$ cat config.mk
export PLATFORM = sky130hd
export DESIGN_NAME = fifo_rr_sched
export DESIGN_NICKNAME = d
export VERILOG_FILES = /design/src/rtl/fifo_rr_sched.sv
export SDC_FILE = /design/constraint.sdc
export NUM_CORES = 1
export LEC_CHECK = 0
export BUFFER_PORTS_ARGS = -buffer_cell sky130_fd_sc_hd__buf_2
export CORE_MARGIN = 2
export CORE_UTILIZATION = 46
export DETAILED_ROUTE_END_ITERATION = 6
export HOLD_SLACK_MARGIN = 0.08
export PLACE_DENSITY = 0.8
export SLEW_MARGIN = 20
export SYNTH_ARGS = -nofsm -noshare
export SYNTH_HDL_FRONTEND = slang
export SYNTH_SLANG_ARGS = --single-unit
$ cat constraint.sdc
create_clock -name clk -period 2.6 [get_ports clk]
set_input_delay 0.39 -clock clk [delete_from_list [all_inputs] [get_ports clk]]
set_output_delay 0.39 -clock clk [all_outputs]
set_load 0.01 [all_outputs]
$ cat src/rtl/fifo_rr_sched.sv
// Round-robin drain scheduler over NQ fifo1 queues with a registered valid/ready output stage.
// Optional FIFO_RR_SCHED_STATS_EN adds a saturating backpressure stall counter (stall_cnt).
module fifo_rr_sched #(
  parameter int WIDTH = 8,
  parameter int NQ    = 4,
  parameter int BURST = 4
) (
  input  logic                  clk,
  input  logic                  rst_n,
  input  logic                  enable,
  input  logic [NQ-1:0]         q_empty,
  input  logic [NQ*WIDTH-1:0]   q_data,
  output logic [NQ-1:0]         q_pop,
  output logic                  out_valid,
  input  logic                  out_ready,
  output logic [WIDTH-1:0]      out_data,
  output logic [$clog2(NQ)-1:0] out_qid
`ifdef FIFO_RR_SCHED_STATS_EN
  ,
  output logic [15:0]           stall_cnt
`endif
);

  localparam int QW = $clog2(NQ);
  localparam int BW = $clog2(BURST + 1);

  typedef enum logic {IDLE, SERVE} state_t;

  state_t         state;
  logic [QW-1:0]  grant;
  logic [QW-1:0]  ptr;
  logic [BW-1:0]  bcnt;
  logic           popped;

  logic           can_out;
  logic           pop_ok;
  logic           leave;
  logic [QW-1:0]  pick;
  logic [QW-1:0]  grant_nxt;
  logic [WIDTH-1:0] head;

  assign can_out   = !out_valid || out_ready;
  assign pop_ok    = (state == SERVE) && enable && !q_empty[grant] && can_out;
  assign leave     = !enable || (q_empty[grant] && can_out) ||
                     (pop_ok && (bcnt == BW'(BURST - 1)));
  assign grant_nxt = (grant == QW'(NQ - 1)) ? '0 : grant + 1'b1;
  assign head      = q_data[grant*WIDTH +: WIDTH];

  // First non-empty queue scanning from ptr, wrapping modulo NQ.
  always_comb begin
    logic found;
    pick  = '0;
    found = 1'b0;
    for (int unsigned i = 0; i < NQ; i++) begin
      int unsigned idx;
      idx = (int'(ptr) + i) % NQ;
      if (!found && !q_empty[idx]) begin
        pick  = QW'(idx);
        found = 1'b1;
      end
    end
  end

  always_comb begin
    q_pop = '0;
    if (pop_ok) q_pop[grant] = 1'b1;
  end

  always_ff @(posedge clk or negedge rst_n) begin
    if (!rst_n) begin
      state     <= IDLE;
      grant     <= '0;
      ptr       <= '0;
      bcnt      <= '0;
      popped    <= 1'b0;
      out_valid <= 1'b0;
      out_data  <= '0;
      out_qid   <= '0;
    end else begin
      if (pop_ok) begin
        out_data  <= head;
        out_qid   <= grant;
        out_valid <= 1'b1;
      end else if (out_ready) begin
        out_valid <= 1'b0;
      end

      case (state)
        IDLE: begin
          if (enable && !(&q_empty)) begin
            grant  <= pick;
            bcnt   <= '0;
            popped <= 1'b0;
            state  <= SERVE;
          end
        end
        SERVE: begin
          if (pop_ok) begin
            bcnt   <= bcnt + 1'b1;
            popped <= 1'b1;
          end
          // The pop in the leaving cycle counts toward advancing the pointer.
          if (leave) begin
            state <= IDLE;
            if (popped || pop_ok) ptr <= grant_nxt;
          end
        end
        default: state <= IDLE;
      endcase
    end
  end

`ifdef FIFO_RR_SCHED_STATS_EN
  always_ff @(posedge clk or negedge rst_n) begin
    if (!rst_n) begin
      stall_cnt <= '0;
    end else if (out_valid && !out_ready && (stall_cnt != '1)) begin
      stall_cnt <= stall_cnt + 16'd1;
    end
  end
`endif

endmodule

# Word-level counts from Yosys, hierarchy flattened
# Index checks and enable logic that the tools add are counted.
# Widths: inputs -> output; s select.
[word_totals] output_inout_bits=15 regBits=20
[op_classes] n_addsub=5 n_lt_le_gt_ge=6 n_eq_ne=4 n_mux=32 n_shift=1 n_reduce_logical=28 n_bitwise=1
[ops] cell="$shiftx 32x6->8" n=1
[ops] cell="$lt 2x3->1 const B" n=5
[ops] cell="$mux 1" n=15
[ops] cell="$bmux 1 s2" n=5
[ops] cell="$logic_and 1x1->1" n=10
[ops] cell="$mux 2" n=5
[ops] cell="$logic_not 1->1" n=9
[ops] cell="$mux 3" n=2
[ops] cell="$pmux 3 s2" n=1
[ops] cell="$add 2x1->2 const B" n=2
[ops] cell="$add 2x2->2 const B" n=2
[ops] cell="$logic_or 1x1->1" n=4
[ops] cell="$mux 4" n=1
[ops] cell="$pmux 1 s2" n=2
[ops] cell="$reduce_and 2->1" n=2
[ops] cell="$reduce_and 4->1" n=1
[ops] cell="$add 3x1->3 const B" n=1
[ops] cell="$eq 3x2->1 const B" n=1
[ops] cell="$reduce_and 3->1" n=1
[ops] cell="$demux 1 s2" n=1
[ops] cell="$eq 2x2->1 const B" n=1
[ops] cell="$ge 2x1->1 const B" n=1
[ops] cell="$ne 2x1->1 const B" n=1
[ops] cell="$ne 2x2->1 const B" n=1
[ops] cell="2 further kinds" n=2

# Depth between registers and ports, before layout
# Gate-level depths: netlist of run 1.
[depth] depth_word=12 ltp_mapped=6 ltp_nobuf=6

# Worst setup path before layout of run 1
# Ideal clock, no wire load.
[synth_path] path_type="reg2out" from="reg grant[0]" to="out q_pop[0]" t_required_ps=2210 n_path_buf=1 t_arrival_ps=1762 slack_ps=448 stages_incl_launch_ff=5 cell_sequence="dfrtp_1 > mux4_2 > nor3_4 > buf_6 > and2_1"
[synth_between] elab_chain_len=6 elab_cells_between_ends=11 cone_classes="order compare: 2; mux: 5; reduce/logical: 4"
[synth_lines] item="start: declaration" line_no="30" rtl="logic [QW-1:0] grant;"
[synth_lines] item="start signal: assignment" line_no="91" rtl="grant <= pick;"
[synth_lines] item="branches (longest 5 deep; another with $lt 2x3->1)"
[synth_lines] item="$mux 4 *" line_no="66" rtl="if (pop_ok) q_pop[grant] = 1'b1;"
[synth_lines] item="end: declaration" line_no="13" rtl="output logic [NQ-1:0] q_pop,"
# Every way passes the cells marked *. The select of a mux whose other input is x is not followed.

# Worst setup path in the final report of run 1
[layout_path] from="reg grant[0]" to="out q_pop[3]"
# Same word-level chain as after synthesis.

==> results_dict.tcl, run 1 <==
set metrics [dict create \
    dieArea_sq_mm 0.003048 \
    io_pins 55 \
    skew_ps 2.404 \
    dr_total_vias 1024 \
    routedWlPerCell_microns 15.13 \
    power.density_mw_per_mm2 937.9 \
    wl_microns 2830 \
    nNetsFinal 204 \
    path_clk_slew_ps 110 \
    syn_to_final_growth_pct 29.67 \
    postCtsSetupBuffers 0 \
    crit_chain "mux4_2 > nor3_4 > and2_1 > buf_2" \
    ys_types 28 \
    fp.dieH_microns 55.21 \
    leakage_nw 0.7628 \
    portBuffers 54 \
    setup-tns-final_ps 0 \
    via_per_inst 5.476 \
    reg2reg_depth 4 \
    die_width_microns 55.21 \
    hold_viol_final 0 \
    peakVddDrop_mv 0.5506 \
    synthesis.nets 144 \
    drt_iter0_markers 15 \
    tightestPinTransition_ps 432.5 \
    cts_max_path_buffers 2 \
    final.setup.worst_slack_ps 264.7 \
    cts_buffers 3 \
    max_stage_delay_ps 590 \
    hold_buffers 1 \
    crit_arrival_ps 1950 \
    final_common_cell "buf_2" \
    rsz0062_at_grt "no" \
    netlist.area_leader.share_pct 41.49 \
    status "finished clean" \
    grt_pass1_vias 1083 \
    fin_crit_sh_pct 89.82 \
    pre_cts_slack_ps 396.4 \
    synth_top_area_cell "dfrtp_1" \
    setup_viol 0 \
    fin_util_pct 63.13 \
    slew_headroom_pct 71.17 \
    cp-end-kind "output pin" \
    drtPass1Iterations 4 \
    clock_sinks 20 \
    grt_pass1_wl_microns 4836 \
    hpwlAfterDp_microns 2294 \
    synth_warnings 0 \
    grt_remaining_overflow 0 \
    min_path_type "in2reg" \
    antenna_found_initial 0 \
    mostFrequentLayoutCells "54 x buf_2, 20 x dfrtp_1, 11 x mux2_2, 10 x nand2_1" \
    cp_max_fo 8 \
    maxSlewViolCount 0 \
    fin_cells 187 \
    grt_start_max_net_pins 21 \
    synthCells 98 \
    maxCapViolations 0 \
    postRouteAntennaNets 0 \
    min_period_ps 2335 \
    post-route-drc-count 0 \
    required_ps 2210 \
    cts_resized 0 \
    fmax_mhz 428.2 \
    synth_seq_cells 20 \
    avgSynthCellArea_sq_um 12.31 \
    insertion_delay_ps 300 \
    h-tree-depth 1 \
    syn-cell-area_sq_mm 0.001206 \
    gp_congestion 0.7688 \
    cts_tree "done" \
    place_inst 182 \
    clockRootBuffer "clkbuf_4" \
    min_path_cells 3 \
    drive_above_1_share_pct 52.23 \
    yosysSeqAreaShare_pct 41.49 \
    start_util_pct 48.69 \
    crit_type "reg2out" \
    core_sq_mm 0.002477 \
    synth_area_leaders "dfrtp_1 41%, mux4_2 13%, mux2_2 10%, ha_1 6.2%, mux4_1 4.4%" \
    startpoint_type "flop" \
    antenna_cells 0 \
    row_count 18 \
    track_usage_pct 19.94 \
    crit_slowest_cell "mux4_2" \
]
==> cell type report <==
| type | instances | area, sq um |
|---|---|---|
| sequential | 20 | 500.5 |
| fill | 237 | 913.4 |
| tap | 30 | 37.54 |
| inverter | 4 | 15.01 |
| multi-input combinational | 71 | 671.9 |
| timing repair buffer | 58 | 302.8 |
| clock buffer | 4 | 36.28 |
==> sequential cells by signal (all words and copies together) (netlist names) <==
register and cells:
ptr 2, out_valid 1, bcnt 3, out_qid 2
popped 1, state 1, grant 2, out_data 8
==> kinds of logic (layout without fill, tap and decap cells) <==
family	Yosys count	in the layout	synth area share, %
simple gates	28	28	11.93
fa+ha+maj	6	6	6.224
mux	23	23	30.60
flops	20	20	41.49
buf+inv	7	66	2.800
compound gates	14	14	6.950
==> layer usage <==
layer  vias up  part of all wire, %  track usage [%]
met1       502                   38            23.02
met3         6                  3.6            2.576
met2        34                   57            36.39
li1        482                    -                -
met5         -                    0                0
met4         0                  1.9            9.059
==> worst max-delay path: cells and delay by family, from the launching register on <==
kind / cells / cell delay [ps]
simple gates: 2 / 520
flops: 1 / 410
buf+inv: 1 / 120
mux: 1 / 590
==> synthesized netlist by cell type <==
cell type	count
nand2_1	10
nor3_1	1
nor3_4	1
dfrtp_1	20
buf_6	1
nor2b_1	2
and2_1	4
o21ai_1	1
o211ai_1	1
nor2_1	6
ha_1	6
inv_1	4
nand2b_1	1
o21ai_0	7
o21a_1	1
nand3_1	1
mux4_1	2
mux2_4	1
nand4_1	1
a21oi_1	2
a31o_2	1
clkbuf_1	1
mux2i_1	2
mux4_2	7
mux2_2	11
buf_1	1
nand3b_1	1
a221o_1	1
==> report_power, final <==
part	internal, mW	switching [mW]
clock	0.0854	0.0932
combinational	0.395	0.346
sequential	0.447	0.101
total	0.927	0.539
==> path summary, 6_finish.rpt <==
| kind | end | start | slack, ps |
|---|---|---|---|
| setup / recovery | q_pop[3] | grant[0] | 260 |
| hold / removal | out_valid | out_ready | 410 |
| setup reg to reg | out_qid[1] | grant[0] | 520 |
| hold reg to reg | bcnt[0] | bcnt[0] | 520 |
| max in group asynchronous | out_data[2] | rst_n | 1750 |
| min in group asynchronous | ptr[0] | rst_n | 550 |
==> per-stage QoR <==
stage	power [mW]	instance area [sq um]	hold slack, ps
floorplan	1.040	1206	94.41
global placement	1.252	1518	349.3
detailed placement	1.307	1518	361.3
CTS	1.491	1564	406.6
global route	1.588	1564	424.6
finish	1.467	1564	413.4
(Power assumes the default switching activity.)
==> run 2, diff against run 1 <==
CELL_PAD_IN_SITES_DETAIL_PLACEMENT = 1   (was not set)
CELL_PAD_IN_SITES_GLOBAL_PLACEMENT = 2   (was not set)
CORE_UTILIZATION = 28   (was 46)
PLACE_DENSITY = 0.79   (was 0.8)
SLEW_MARGIN = not set   (was 20)
==> run 2 against run 1 <==
- setup slack gained 160 ps
- fmax grew 7.3%
- die area grew 59%
- hold slack lost 340 ps
- first-iteration DRC count grew 40%
- total power grew 8.7%
- largest cell class unchanged
==> results_dict.tcl, run 2 (synthesized netlist as in run 1, its figures left out) <==
set metrics [dict create \
    regArea_sq_um 500.5 \
    cts_buffers 3 \
    largest-register "out_data" \
    max_stage_delay_ps 590 \
    power_frac_seq_pct 34.4 \
    fin_crit_sh_pct 83.74 \
    drt_iter0_markers 21 \
    min_period_ps 2177 \
    io_pins 55 \
    r2r_start "grant[0]" \
    slew_headroom_pct 69.86 \
    top_regs "out_data (8), bcnt (3)" \
    startpoint "grant[0]" \
    n_fill_cell 487 \
    cp_max_fo 5 \
    core_sq_mm 0.004086 \
    fmax_mhz 459.3 \
    portBuffers 54 \
    h-tree-depth 1 \
    path_clk_slew_ps 80 \
    setup-tns-final_ps 0 \
    antenna_found_initial 0 \
    leakage_nw 0.7733 \
    dieArea_sq_mm 0.004849 \
    grt_pass1_wl_microns 5071 \
    cts_max_path_buffers 2 \
    mostFrequentLayoutCells "54 x buf_2, 20 x dfrtp_1, 11 x mux2_2, 10 x nand2_1" \
    drtPass1Iterations 4 \
    nNetsFinal 203 \
    fin_util_pct 39.50 \
    min_path_type "in2async" \
    syn_to_final_growth_pct 33.82 \
    reg2reg_depth 4 \
    r2r_slack_ps 640 \
    final_common_cell "buf_2" \
    antenna_cells 0 \
    setup_viol 0 \
    postCtsSetupBuffers 0 \
    peakVddDrop_mv 0.3236 \
    hpwlAfterDp_microns 2557 \
    grt_remaining_overflow 0 \
    internal-power_mw 1.047 \
    hold_buffers 0 \
    gp_congestion 0.7814 \
    post-route-drc-count 0 \
    startpoint_type "flop" \
    power.switching_mw 0.5469 \
    drive_above_1_share_pct 52.56 \
    insertion_delay_ps 260 \
    maxCapViolations 0 \
    die_width_microns 69.64 \
    routedWlPerCell_microns 15.04 \
    multi_input_area_sq_um 671.9 \
    p_sw_share_pct 34.31 \
    r2r_end "out_data[3]" \
    clock_sinks 20 \
    skew_ps 5.628 \
    maxSlewViolCount 0 \
    crit_chain "mux4_2 > nor3_4 > and2_1 > buf_2" \
    start_util_pct 29.52 \
    grt_start_max_net_pins 21 \
    status "finished clean" \
    power.density_mw_per_mm2 987.5 \
    wl_microns 3099 \
    row_count 23 \
    cts_tree "done" \
    dr_total_vias 999 \
    largest_reg_flops 8 \
    via_per_inst 4.850 \
    clockRootBuffer "clkbuf_8" \
    cp-end-kind "output pin" \
    rsz0062_at_grt "no" \
    hold_viol_final 0 \
    track_usage_pct 13.14 \
    cts_resized 0 \
    grt_pass1_vias 1069 \
    crit_slowest_cell "mux4_2" \
    crit_type "reg2out" \
    crit_arrival_ps 1790 \
    combPwrFrac_pct 46.0 \
    required_ps 2210 \
    critPathCapture "q_pop[1]" \
    p_clk_share_pct 19.6 \
    fp.dieH_microns 69.64 \
    postRouteAntennaNets 0 \
    tightestPinTransition_ps 452.2 \
]
## run 2: cell types whose count changed in the layout (fill, tap and decap cells not counted), sizes merged
cell,before,now
dlygate4sd3,1,0
bufinv,0,1
clkbuf,4,3
## run 2: how the worst min path moves through the flow
stage           from           to  slack, ps  depth (start not counted)
4_1_cts        rst_n  out_data[3]         90                          1
3_3_place_gp   rst_n    out_valid        360                          1
6_report       rst_n  out_data[0]         70                          1
3_5_place_dp   rst_n        state        370                          1
2_1_floorplan  rst_n      bcnt[0]         90                          0
5_1_grt        rst_n  out_data[0]        100                          1
## run 2: area by class of cell
cell class | count | area share, %
tap | 50 | 3.876
inverter | 4 | 0.9302
sequential | 20 | 31.01
clock buffer | 3 | 2.558
multi-input combinational | 71 | 41.63
clock inverter | 1 | 1.860
timing repair buffer | 57 | 18.14
## run 2: power by group through the flow
stage | logic (mW) | registers [mW] | clock network (mW)
floorplan | 0.455 | 0.585 | 0
global placement | 0.725 | 0.550 | 0
detailed placement | 0.750 | 0.557 | 0
CTS | 0.754 | 0.551 | 0.316
global route | 0.811 | 0.572 | 0.331
finish | 0.734 | 0.548 | 0.312
## run 2: critical path, delay by kind of cell (launching register included)
| kind | cells | cell delay, ps |
|---|---|---|
| DFF | 1 | 380 |
| and+or+nand+nor | 2 | 420 |
| buffers and inverters | 1 | 140 |
| muxes | 1 | 590 |
## run 2: through the flow
stage                     setup slack, ps  hold slack (ps)  cells  power (mW)  cell area, sq um
after floorplan                     447.5            94.41     98       1.040              1206
after global routing                351.4            103.2    206       1.714              1614
after global placement              552.6            364.2    202       1.275              1543
after CTS                           378.8            86.12    206       1.622              1614
after detailed placement            468.1            370.7    202       1.307              1543
final                               422.7            68.58    206       1.594              1614
## run 2: metal layers
layer  vias to the layer above  routed length (microns)  track usage [%]
met3                         2                      113            2.180
li1                        477                        -                -
met5                         -                        0                0
met2                        28                     1642            22.65
met1                       492                     1315            16.94
met4                         0                       27            3.846
